<file path="config.mk">
export PLATFORM = sky130hd
export DESIGN_NAME = idct_seq_ctrl
export DESIGN_NICKNAME = d
export VERILOG_FILES = /design/src/rtl/idct_pkg.sv /design/src/rtl/idct_seq_wdog.sv /design/src/rtl/idct_seq_ctrl.sv
export SDC_FILE = /design/constraint.sdc
export NUM_CORES = 1
export LEC_CHECK = 0
export CAP_MARGIN = 30
export CORE_AREA = 2 2 39 41
export DETAILED_ROUTE_END_ITERATION = 16
export DIE_AREA = 0 0 41 43
export PLACE_DENSITY = 0.73
export SETUP_SLACK_MARGIN = 0.1
export SYNTH_ARGS = -nofsm -noshare
export SYNTH_HDL_FRONTEND = slang
export SYNTH_SLANG_ARGS = --single-unit
</file>
<file path="constraint.sdc">
create_clock -name clk -period 3.7 [get_ports clk]
set_input_delay 0.74 -clock clk [delete_from_list [all_inputs] [get_ports clk]]
set_output_delay 0.74 -clock clk [all_outputs]
set_load 0.01 [all_outputs]
</file>
<file path="src/rtl/idct_pkg.sv">
// Shared types and constants for the IDCT row/column sequencer.
package idct_pkg;

  typedef enum logic [2:0] {
    ST_IDLE    = 3'd0,
    ST_LOAD    = 3'd1,
    ST_COMPUTE = 3'd2,
    ST_FINISH  = 3'd3,
    ST_ERROR   = 3'd4
  } idct_seq_state_t;

  localparam logic PASS_ROW = 1'b0;
  localparam logic PASS_COL = 1'b1;

  localparam int IDCT_N_DEFAULT = 8;

endpackage

</file>
<file path="src/rtl/idct_seq_wdog.sv">
// MAC watchdog: down-counter reloaded on i_clear, decremented while i_enable.
// o_expired flags the TIMEOUT-th enabled cycle since the last clear.
module idct_seq_wdog #(
  parameter  int TIMEOUT = 64,
  localparam int CW      = $clog2(TIMEOUT + 1)
) (
  input  logic clk,
  input  logic rst,
  input  logic i_clear,
  input  logic i_enable,
  output logic o_expired
);

  localparam logic [CW-1:0] RELOAD = CW'(TIMEOUT - 1);

  logic [CW-1:0] r_cnt;

  always_ff @(posedge clk or posedge rst) begin
    if (rst) begin
      r_cnt <= RELOAD;
    end else if (i_clear) begin
      r_cnt <= RELOAD;
    end else if (i_enable && (r_cnt != '0)) begin
      r_cnt <= r_cnt - 1'b1;
    end
  end

  assign o_expired = i_enable && (r_cnt == '0);

endmodule

</file>
<file path="src/rtl/idct_seq_ctrl.sv">
// Row/column vector sequencer for the NxN IDCT MAC array and transpose buffer.
// Optional MAC watchdog and ERROR state enabled by defining IDCT_SEQ_WDOG_EN.
module idct_seq_ctrl
  import idct_pkg::*;
#(
  parameter  int N       = IDCT_N_DEFAULT,
  parameter  int TIMEOUT = 64,
  localparam int IDXW    = $clog2(N)
) (
  input  logic            clk,
  input  logic            rst,
  input  logic            i_start,
  input  logic            i_mode_1d,
  input  logic            i_abort,
  input  logic            i_mac_done,
  output logic            o_load_vec,
  output logic            o_mac_enable,
  output logic            o_pass,
  output logic [IDXW-1:0] o_vec_idx,
  output logic            o_busy,
  output logic            o_done,
  output logic            o_err
);

  if (N < 2 || TIMEOUT < 1) begin : g_bad_param
    $error("idct_seq_ctrl: N must be >= 2 and TIMEOUT >= 1");
  end

  localparam logic [IDXW-1:0] IDX_LAST = IDXW'(N - 1);

  idct_seq_state_t r_state, w_state_nxt;
  logic            r_pass, w_pass_nxt;
  logic [IDXW-1:0] r_vec_idx, w_idx_nxt;
  logic            r_mode_1d, w_mode_nxt;
  logic            w_expired;

  always_ff @(posedge clk or posedge rst) begin
    if (rst) begin
      r_state   <= ST_IDLE;
      r_pass    <= PASS_ROW;
      r_vec_idx <= '0;
      r_mode_1d <= 1'b0;
    end else begin
      r_state   <= w_state_nxt;
      r_pass    <= w_pass_nxt;
      r_vec_idx <= w_idx_nxt;
      r_mode_1d <= w_mode_nxt;
    end
  end

  always_comb begin
    w_state_nxt = r_state;
    w_pass_nxt  = r_pass;
    w_idx_nxt   = r_vec_idx;
    w_mode_nxt  = r_mode_1d;
    case (r_state)
      ST_IDLE: begin
        if (i_start) begin
          w_state_nxt = ST_LOAD;
          w_pass_nxt  = PASS_ROW;
          w_idx_nxt   = '0;
          w_mode_nxt  = i_mode_1d;
        end
      end
      ST_LOAD:    w_state_nxt = ST_COMPUTE;
      ST_COMPUTE: begin
        // mac_done in the last allowed cycle wins over the watchdog
        if (i_mac_done) begin
          if (r_vec_idx != IDX_LAST) begin
            w_idx_nxt   = r_vec_idx + 1'b1;
            w_state_nxt = ST_LOAD;
          end else if (r_pass == PASS_ROW && !r_mode_1d) begin
            w_pass_nxt  = PASS_COL;
            w_idx_nxt   = '0;
            w_state_nxt = ST_LOAD;
          end else begin
            w_state_nxt = ST_FINISH;
          end
        end else if (w_expired) begin
          w_state_nxt = ST_ERROR;
        end
      end
      ST_FINISH: w_state_nxt = ST_IDLE;
      ST_ERROR:  w_state_nxt = ST_IDLE;
      default:   w_state_nxt = ST_IDLE;
    endcase
    if (i_abort && r_state != ST_IDLE) begin
      w_state_nxt = ST_IDLE;
      w_pass_nxt  = PASS_ROW;
      w_idx_nxt   = '0;
    end
  end

`ifdef IDCT_SEQ_WDOG_EN
  logic r_err;

  idct_seq_wdog #(.TIMEOUT(TIMEOUT)) u_wdog (
    .clk       (clk),
    .rst       (rst),
    .i_clear   (r_state == ST_LOAD),
    .i_enable  (r_state == ST_COMPUTE),
    .o_expired (w_expired)
  );

  // err is set on entry to ERROR so it is already visible in the ERROR cycle
  always_ff @(posedge clk or posedge rst) begin
    if (rst) begin
      r_err <= 1'b0;
    end else if (r_state == ST_IDLE && i_start) begin
      r_err <= 1'b0;
    end else if (w_state_nxt == ST_ERROR) begin
      r_err <= 1'b1;
    end
  end

  assign o_err = r_err;
`else
  assign w_expired = 1'b0;
  assign o_err     = 1'b0;
`endif

  assign o_load_vec   = (r_state == ST_LOAD);
  assign o_mac_enable = (r_state == ST_COMPUTE);
  assign o_pass       = r_pass;
  assign o_vec_idx    = r_vec_idx;
  assign o_busy       = (r_state != ST_IDLE);
  assign o_done       = (r_state == ST_FINISH);

endmodule

</file>
### Word level (Yosys, flattened, before mapping)

Cells that the tools add are included.
Widths: inputs -> output; s select.

| word-level totals | value |
|---|---|
| register bits | 8 |
| input port bits | 6 |
| output and inout port bits | 9 |
| word-level logic and storage cells | 43 |

| operators by class | value |
|---|---|
| $add $sub $neg | 1 |
| equal/unequal tests | 9 |
| muxes and demuxes | 18 |
| bitwise logic cells | 1 |
| reductions and logical operators | 10 |

Operators by type and width:

| operator | number |
|---|---|
| $mux 3 | 8 |
| $pmux 3 s3 | 1 |
| $eq 3x2->1 const B | 2 |
| $ne 3x2->1 const B | 2 |
| $ne 3x3->1 const B | 2 |
| $pmux 3 s2 | 1 |
| $reduce_bool 3->1 | 2 |
| $mux 1 | 5 |
| $reduce_and 5->1 | 1 |
| $mux 2 | 2 |
| $ne 4x1->1 const B | 1 |
| $reduce_and 2->1 | 2 |
| $reduce_and 4->1 | 1 |
| $add 3x1->3 const B | 1 |
| $eq 3x1->1 const B | 1 |
| $logic_not 3->1 | 1 |
| $ne 3x1->1 const B | 1 |
| $logic_and 1x1->1 | 2 |
| $pmux 1 s2 | 1 |
| $logic_not 1->1 | 1 |
| $not 1->1 | 1 |

### Longest topological paths before layout

| logic depth | value |
|---|---|
| depth after elaboration | 7 |
| depth in mapped cells | 6 |

### Least setup slack after synthesis

OpenSTA, ideal clock, no wires.

| path | value |
|---|---|
| path type | register -> register |
| start | register r_vec_idx[0], in the netlist o_vec_idx[0] |
| end | register r_vec_idx[0], in the netlist o_vec_idx[0] |
| setup time | 0.125 ns |
| arrival | 1.624 ns |
| required time | 3.575 ns |
| slack | 1.951 ns |
| stages on the path, launching flop included | 7 |
| cells stage by stage | dfrtp_1 -> ha_1 -> ha_1 -> o21ai_0 -> nor2_4 -> nor3_2 -> mux2_4 |

| on the way | value |
|---|---|
| cells in the longest elaborated chain, start to end | 5 |
| elaborated cells on any way between the ends | 8 |
| classes of those cells | add/sub: 1; eq/ne: 2; mux: 4; reduce/logical: 1 |

RTL lines:

| element | RTL line | RTL |
|---|---|---|
| from (decl) | idct_seq_ctrl.sv:33 | `logic [IDXW-1:0] r_vec_idx, w_idx_nxt;` |
| from (signal assigned) | idct_seq_ctrl.sv:46 | `r_vec_idx <= w_idx_nxt;` |
| $add 3x1->3 / $ne 3x3->1 (equally long branches) | idct_seq_ctrl.sv:70, idct_seq_ctrl.sv:69 |  |
| $mux 3 | idct_seq_ctrl.sv:69 | `if (r_vec_idx != IDX_LAST) begin` |
| $mux 3 | idct_seq_ctrl.sv:68 | `if (i_mac_done) begin` |
| $pmux 3 s2 | idct_seq_ctrl.sv:56 | `case (r_state)` |
| $mux 3 | idct_seq_ctrl.sv:87 | `if (i_abort && r_state != ST_IDLE) begin` |

Parallel ways exist; a longest one is shown, timed or not. The select of a mux whose other input is x is not followed.
A chain may end at the register's enable or synchronous reset.

### Worst setup path after layout

| path | value |
|---|---|
| start | register r_state[0] |
| end | output port o_load_vec |

| on the way | value |
|---|---|
| cells in the longest elaborated chain, start to end | 1 |

RTL lines:

| element | RTL line | RTL |
|---|---|---|
| from (decl) | idct_seq_ctrl.sv:31 | `idct_seq_state_t r_state, w_state_nxt;` |
| from (signal assigned) | idct_seq_ctrl.sv:44 | `r_state <= w_state_nxt;` |
| $eq 3x1->1 | idct_seq_ctrl.sv:122 | `assign o_load_vec = (r_state == ST_LOAD);` |
| to (decl) | idct_seq_ctrl.sv:16 | `output logic o_load_vec,` |

Every way passes these cells.

==> impl_metrics.ini <==
[cts]
cts_buffers = 3
postCtsHoldBufs = 0
h-tree-depth = 1
clockRootBuffer = clkbuf_4
clk_pin_slew_ns = 0.05
postCtsSetupBuffers = 0
clockBufferDepth = 2
cts.sinks = 7
clock_latency_ns = 0.25
tritoncts = built
cts-resized-gates = 0

[logic_synthesis]
yosysUniqueCellTypes = 26
netlist_area_sq_um = 452.9
syn_nets = 55
synth_seq_cells = 7
synthCells = 46
avgSynthCellArea_sq_um = 9.846
synth.top_cell.area_share = 0.3867
synth_top_area_cell = dfrtp_1
ys_seq_area_frac = 0.3867
ys_warn_count = 0
ys_top_cells_by_area = dfrtp_1, ha_1, mux2_4, inv_1, and2_1

[layout]
regArea_sq_um = 175.2
fillers = 141
instances_no_fill = 78
final_util = 0.4494
multi_input_area_sq_um = 251.5
nets = 72
diodes = 0
final_area_sq_um = 621.8
drive_above_1_share = 0.1613
area_delta_synth_final_pct = 37.29

[min_path]
hold_class = reg2reg
holdCritStartpoint = r_mode_1d

[routing]
vias_per_cell = 4.462
drc = 0
drt_iter0_drc = 1
ant_nets = 0
dr.pass1.iters = 2
vias = 348
wire_per_inst_microns = 11.55
wl_microns = 901

[floorplan]
fp.dieH_microns = 43
die_w_microns = 41
ios = 15
die_area_sq_um = 1763
core_area_sq_um = 1384
start_util = 0.3273
row_count = 14

[pwr]
ir_drop_mv = 0.1691
power_density_nw_per_um2 = 349.7
p_int_uw = 154.8
sequentialPowerShare = 0.426
clockPowerShare = 0.321
p_sw_uw = 62.61
power_frac_comb = 0.253
leakage_uw = 0.0002875
swShare = 0.2879

[worst_setup_path]
setup.worst_path.class = reg2out
r2r-start = o_vec_idx[0]
arrival_ns = 1.52
cp-end-kind = output pin
start_kind = flip-flop
setup.worst_path.start = r_state[0]
cp_max_fo = 7
crit_required_ns = 2.96

[grt]
gr-total-overflow = 0
grt_util_all_layers = 0.1370
grt_pass1_wl_microns = 1545
grt_max_degree = 10
grt_pass1_vias = 354
antenna_found_initial = 0

[sta]
hold_viol = 0
rsz0062_at_grt = no
max_freq_mhz = 441.8
period_needed_ns = 2.263
fin_tns_setup_ns = 0
whs_ns = 0.5442
finalCritPeriodShare = 0.6117
setup_viol = 0
clock_skew_ns = 0.001360
slew_violations = 0

[placed_design]
portBuffers = 13
dp_hpwl_microns = 721.7
place.gp.congestion = 0.7924
placed_cells = 74
placed_area_sq_um = 595.6

[job]
maxCapViolations = 0

[outcome]
outcome = completed
cell type report:
cell class | instances | area share
tap | 16 | 0.03219
inverter | 5 | 0.03018
multi-input combinational | 33 | 0.4044
timing repair buffer | 13 | 0.2093
clock buffer | 4 | 0.04225
sequential | 7 | 0.2817
Yosys cell counts:
| cell | n |
|---|---|
| nor3_1 | 2 |
| nor2_4 | 1 |
| dfrtp_1 | 7 |
| nor2b_1 | 1 |
| or3b_4 | 1 |
| a21oi_1 | 1 |
| conb_1 | 1 |
| nor2_1 | 3 |
| o32a_1 | 1 |
| nand2_1 | 3 |
| inv_2 | 1 |
| nor4b_1 | 1 |
| nand3_1 | 1 |
| nor3_2 | 1 |
| mux2i_1 | 1 |
| and2_1 | 2 |
| a21oi_2 | 1 |
| o21ai_0 | 2 |
| inv_1 | 4 |
| mux2_1 | 1 |
| nor3b_1 | 1 |
| nand2b_1 | 2 |
| ha_1 | 3 |
| a22oi_1 | 1 |
| mux2_4 | 2 |
| buf_4 | 1 |
layer usage:
layer  vias to the layer above  routed length [microns]  share of wire  track usage
li1                        185                        -              -            -
met1                       148                      408           0.45       0.1753
met2                        13                      398           0.44       0.1906
met3                         2                       69          0.077      0.03141
met4                         0                       25          0.028       0.1000
met5                         -                        0              0            0
registers in the layout, summed over array words and instances (netlist names):
register and count:
o_vec_idx 3, o_pass 1, r_mode_1d 1, r_state 2
critical path: stages, from the launching register on:
cell and delay, ns:
dfrtp_1 0.45, inv_1 0.10, nor2_1 0.16, clkdlybuf4s50_1 0.56
logic make-up after synthesis:
logic type                 Yosys count  share of synthesized area
adders and majority gates            3                    0.08288
other                                1                   0.008279
AOI/OAI and AO/OA                    6                    0.09116
buffers and inverters                6                    0.05800
DFF                                  7                     0.3867
muxes                                4                     0.1133
and+or+nand+nor                     19                     0.2597
power by group through the flow:
stage	sequential, uW	combinational (uW)	clock, uW
CTS	92.6	55.9	73.0
detailed placement	93.3	55.8	0
floorplan	91.4	32.6	0
finish	92.6	55.1	69.8
global route	94.0	60.7	80.1
global placement	93.3	54.8	0
through the flow:
| step | worst slack, ns | total power (uW) |
|---|---|---|
| floorplan | 1.951 | 124.1 |
| global placement | 1.441 | 148.1 |
| detailed placement | 1.406 | 149.1 |
| CTS | 1.438 | 221.5 |
| global route | 1.359 | 234.7 |
| finish | 1.437 | 217.5 |
path summary, 6_finish.rpt:
| path | to | slack, ns | depth (start not counted) |
|---|---|---|---|
| max in group asynchronous | r_mode_1d | 2.77 | 2 |
| min in group asynchronous | r_state[1] | 0.72 | 2 |
| worst max-delay path | o_load_vec | 1.44 | 3 |
| worst max register to register | o_vec_idx[0] | 1.87 | 6 |
| worst min-delay path | r_mode_1d | 0.54 | 1 |
| worst min register to register | r_mode_1d | 0.54 | 1 |
cells in the final DEF (no fill, tap or decap), drive strengths merged, types with 2 or more instances in the layout:
master,instances
o21ai,2
clkbuf,4
dfrtp,7
and2,2
clkdlybuf4s50,13
nand2b,2
mux2,3
nand2,3
nor2,4
a21oi,2
inv,5
nor3,3
ha,3
No activity file was read; power rests on OpenSTA's default activity.
